**src/rtl/mem_reader.sv**
```systemverilog
// Read-side master: walks a (base, length) window of an async-read memory and streams
// the words over valid/ready. Define MEM_READER_WRAP_EN to let the window wrap modulo SIZE.
module mem_reader #(
    parameter int WIDTH = 16,
    parameter int SIZE  = 64,
    parameter int LSIZE = $clog2(SIZE)
) (
    input  logic             clk,
    input  logic             reset_n,
    input  logic             start,
    input  logic [LSIZE-1:0] base_addr,
    input  logic [LSIZE:0]   length,
    output logic             busy,
    output logic             done,
    output logic             err,
    output logic [LSIZE-1:0] rd_addr,
    input  logic [WIDTH-1:0] rd_data,
    output logic [WIDTH-1:0] out_data,
    output logic             out_valid,
    input  logic             out_ready
);

    localparam logic [1:0] IDLE  = 2'd0;
    localparam logic [1:0] READ  = 2'd1;
    localparam logic [1:0] DRAIN = 2'd2;

    localparam logic [LSIZE+1:0] SIZE_W = (LSIZE+2)'(SIZE);
    localparam logic [LSIZE-1:0] LAST   = LSIZE'(SIZE - 1);

    logic [1:0]       state;
    logic [LSIZE-1:0] addr;
    logic [LSIZE:0]   rem;
    logic             legal;
    logic             load;
    logic [LSIZE-1:0] next_addr;

`ifdef MEM_READER_WRAP_EN
    assign legal     = ({1'b0, length} <= SIZE_W);
    assign next_addr = (addr == LAST) ? '0 : addr + 1'b1;
`else
    logic [LSIZE+1:0] end_addr;
    assign end_addr  = {2'b00, base_addr} + {1'b0, length};
    assign legal     = ({1'b0, length} <= SIZE_W) && (end_addr <= SIZE_W);
    // The last legal word may sit at SIZE-1; hold there rather than roll over to 0.
    assign next_addr = (addr == LAST) ? addr : addr + 1'b1;
`endif

    // Refill the output register whenever it is empty or being emptied this cycle.
    assign load    = !out_valid || out_ready;
    assign busy    = (state != IDLE);
    assign rd_addr = addr;

    always_ff @(posedge clk or negedge reset_n) begin
        if (!reset_n) begin
            state     <= IDLE;
            addr      <= '0;
            rem       <= '0;
            done      <= 1'b0;
            err       <= 1'b0;
            out_data  <= '0;
            out_valid <= 1'b0;
        end else begin
            done <= 1'b0;
            err  <= 1'b0;
            case (state)
                IDLE: begin
                    if (start) begin
                        if (!legal) begin
                            err <= 1'b1;
                        end else if (length == '0) begin
                            done <= 1'b1;
                        end else begin
                            addr  <= base_addr;
                            rem   <= length;
                            state <= READ;
                        end
                    end
                end
                READ: begin
                    if (load) begin
                        out_data  <= rd_data;
                        out_valid <= 1'b1;
                        addr      <= next_addr;
                        rem       <= rem - 1'b1;
                        if (rem == (LSIZE+1)'(1)) state <= DRAIN;
                    end
                end
                DRAIN: begin
                    if (out_valid && out_ready) begin
                        out_valid <= 1'b0;
                        done      <= 1'b1;
                        state     <= IDLE;
                    end
                end
                default: state <= IDLE;
            endcase
        end
    end

endmodule
```
**config.mk**
```make
export PLATFORM = sky130hd
export DESIGN_NAME = mem_reader
export DESIGN_NICKNAME = d
export VERILOG_FILES = /design/src/rtl/mem_reader.sv
export SDC_FILE = /design/constraint.sdc
export NUM_CORES = 1
export LEC_CHECK = 0
export CAP_MARGIN = 20
export CORE_UTILIZATION = 45
export CTS_CLUSTER_DIAMETER = 50
export DETAILED_ROUTE_END_ITERATION = 6
export HOLD_SLACK_MARGIN = 0.03
export PLACE_DENSITY_LB_ADDON = 0.08
export SLEW_MARGIN = 20
export SYNTH_ARGS = -nofsm -noshare
export SYNTH_HDL_FRONTEND = slang
export SYNTH_SLANG_ARGS = --single-unit
```
**constraint.sdc**
```tcl
create_clock -name clk -period 2.3 [get_ports clk]
set_input_delay 0.345 -clock clk [delete_from_list [all_inputs] [get_ports clk]]
set_output_delay 0.345 -clock clk [all_outputs]
set_load 0.1 [all_outputs]
```
==> results.json <==
{
  "cp.arrival_ns": 2.67,
  "clock_skew_ns": 0.00671,
  "synth_xor_area_share_pct": 0.872,
  "dieArea_mm2": 0.00474,
  "layout_commonest_cell": "buf_4",
  "syn_area_mm2": 0.00201,
  "gr-total-overflow": 0,
  "start_util_pct": 48.5,
  "dpl.hpwl_um": 3910,
  "rows": 23,
  "relSlewSlack_pct": 39.0,
  "synth_nets": 250,
  "synth_mux_area_share_pct": 10.0,
  "end_kind": "flop",
  "synth_compound_area_share_pct": 19.9,
  "fmax_mhz": 398,
  "avgRoutedWirePerCell_um": 16.4,
  "numCtsBuffers": 5,
  "synth_top_family_by_area": "compound AO/OA/AOI/OAI gates",
  "holdPathStages": 3,
  "io_pins": 59,
  "setup_violations": 14,
  "crit_cells": 12,
  "grt_pass1_wl_um": 8430,
  "avgViaCountPerCell": 5.65,
  "antenna_found_initial": 0,
  "clock_latency_ns": 0.28,
  "cts_tree": "built",
  "worst-setup-path-type": "input pin to flop",
  "drt_iter0_drc": 162,
  "synth_edf_count": 0,
  "cp_cell_sequence": "buf_8, ha_4, fa_2, a211oi_2, o21bai_1, a2111o_1, a211oi_4, o21ai_4, buf_4, buf_4, o21ai_0, o21ai_1",
  "ant_nets": 0,
  "numPortBuffers": 58,
  "diodes": 0,
  "synth_simple_gate_area_share_pct": 16.7,
  "max_stage_delay_ns": 0.41,
  "dr.pass1.iters": 5,
  "final_util_pct": 78.6,
  "critPathTopFamily": "compound AO/OA/AOI/OAI gates",
  "failed_checks": "negative setup slack",
  "nets": 352,
  "path_buf_inv": 3,
  "clock_path_buffers": 2,
  "drc": 0,
  "min_period_over_period_pct": 109,
  "grt_max_degree": 35,
  "r2r_cells": 5,
  "cts_sinks": 34,
  "finalMaxSlewViolations": 0,
  "synthFlopType": "dfrtp_1",
  "crit_fanout": 8,
  "synthAdderAreaFrac_pct": 6.60,
  "rsz0062_at_grt": "true",
  "ys_ff_latch": 34,
  "routed_wl_um": 5920,
  "place_congestion": 0.850,
  "holdBufCountCts": 0,
  "layout_setup_ws_ns": -0.211,
  "die_y_um": 68.8,
  "yosysSeqAreaShare_pct": 42.3,
  "start_kind": "input pin",
  "grtUsageTotal_pct": 24.1,
  "cts_root_buf": "clkbuf_8",
  "syn_to_final_growth_pct": 62.1,
  "slowest_stage": "a2111o_1",
  "yosysWarnings": 0,
  "avgSynthCellArea_um2": 9.71,
  "outcome": "finished, violations left",
  "die-width_um": 68.8,
  "fp.coreArea_mm2": 0.00414,
  "vias": 2035,
  "worst_slew_pin_slew_ns": 0.912,
  "final_cell_mix": "buf_4 (67), dfrtp_1 (33), clkdlybuf4s50_1 (22)",
  "drive_gt1_share_pct": 43.9,
  "clk_pin_slew_ns": 0.07,
  "htreeDepth": 2,
  "fill_cells": 295,
  "finalCriticalPeriod_ns": 2.51,
  "cp_common_cell": "buf_4",
  "cap_violations": 0,
  "synthCells": 207,
  "grt_pass1_vias": 1860,
  "hold_viol": 0,
  "synthArstFlopShare_pct": 100,
  "synth_cell_types": 45,
  "hold_path.class": "input pin to flop",
  "critPathRequiredTime_ns": 2.46
}
-- worst paths after layout --
kind                                           from                       end  slack (ns)
min in group asynchronous                   reset_n             err$_DFF_PN0_        0.46
max in group asynchronous                   reset_n     out_valid$_DFFE_PN0P_        1.51
setup / recovery                          length[0]    rd_addr[4]$_DFFE_PN0P_       -0.21
hold / removal                         base_addr[4]    rd_addr[4]$_DFFE_PN0P_        0.41
hold reg to reg            out_data[15]$_DFFE_PN0P_  out_data[15]$_DFFE_PN0P_        0.51
setup reg to reg             rd_addr[0]$_DFFE_PN0P_    rd_addr[1]$_DFFE_PN0P_        0.18
-- sequential cells by signal, indices dropped and copies added, names as in the netlist --
| name | cells |
|---|---|
| state | 2 |
| rem | 7 |
| err | 1 |
| rd_addr | 6 |
| out_data | 16 |
| out_valid | 1 |
| done | 1 |
-- layer usage --
layer	routed length, µm	global-route usage [%]
met1	2510	30.4
met2	3070	42.8
met3	261	4.28
met4	80	4.85
met5	0	0
-- what timing repair did --
action	4_1_cts	5_1_grt
setup endpoints to repair	16	16
setup buffers	4	7
pin swaps	14	17
resized for setup	30	43
-- worst reg2reg max path, stage by stage (launching register included) --
cell,delay (ns)
dfrtp_1,0.45
ha_1,0.22
nand3_1,0.15
nor2_1,0.74
nor3_4,0.11
mux2_4,0.32
-- cell families (layout without fill, tap and decap cells) --
| group | after synthesis | after routing |
|---|---|---|
| AOI/OAI and AO/OA | 57 | 57 |
| and+or+nand+nor | 67 | 67 |
| adders and majority gates | 10 | 10 |
| xor gates and xnor gates | 2 | 2 |
| muxes | 18 | 18 |
| DFF | 34 | 34 |
| buffers and inverters | 19 | 122 |
-- layout make-up --
class                           instances  area, µm²  area share (%)
Clock buffer                            7       86.3            2.65
Clock inverter                          1       30.0           0.922
Tap cell                               50       62.6            1.92
Multi-Input combinational cell        154       1340            41.0
Timing Repair Buffer                  104        853            26.2
Sequential cell                        34        852            26.2
Inverter                               10       37.5            1.15
-- Yosys cell counts, types with 3 or more instances --
| cell | n | area [µm²] |
|---|---|---|
| mux2_2 | 17 | 191 |
| ha_1 | 9 | 113 |
| a21oi_1 | 13 | 65.1 |
| dfrtp_1 | 34 | 851 |
| inv_1 | 10 | 37.5 |
| nor3b_1 | 3 | 22.5 |
| nand2b_1 | 3 | 18.8 |
| nor2b_1 | 3 | 18.8 |
| nand2_1 | 9 | 33.8 |
| a31oi_1 | 3 | 18.8 |
| nand3_1 | 9 | 45.0 |
| clkbuf_1 | 9 | 33.8 |
| a211oi_1 | 3 | 22.5 |
| nor2_1 | 20 | 75.1 |
| nor3_1 | 9 | 45.0 |
| o21ai_0 | 11 | 55.1 |
| nor4_1 | 5 | 31.3 |
| a2bb2oi_1 | 5 | 43.8 |
-- stage by stage --
stage          setup WS (ns)  instances  area [µm²]  setup TNS [ns]  hold WS (ns)
3_3_place_gp          -0.791        343        2860          -11.57         0.490
6_report              -0.211        360        3260           -1.98         0.411
2_1_floorplan         -0.173        207        2040           -1.36        0.0494
5_1_grt               -0.306        360        3260           -3.16         0.449
3_5_place_dp          -0.850        343        2860          -12.47         0.497
4_1_cts               -0.429        355        3080           -5.07         0.474
Power is left out: the tool's default activity adds up to more than one toggle a clock period on the data nets, which glitch-free logic cannot reach.
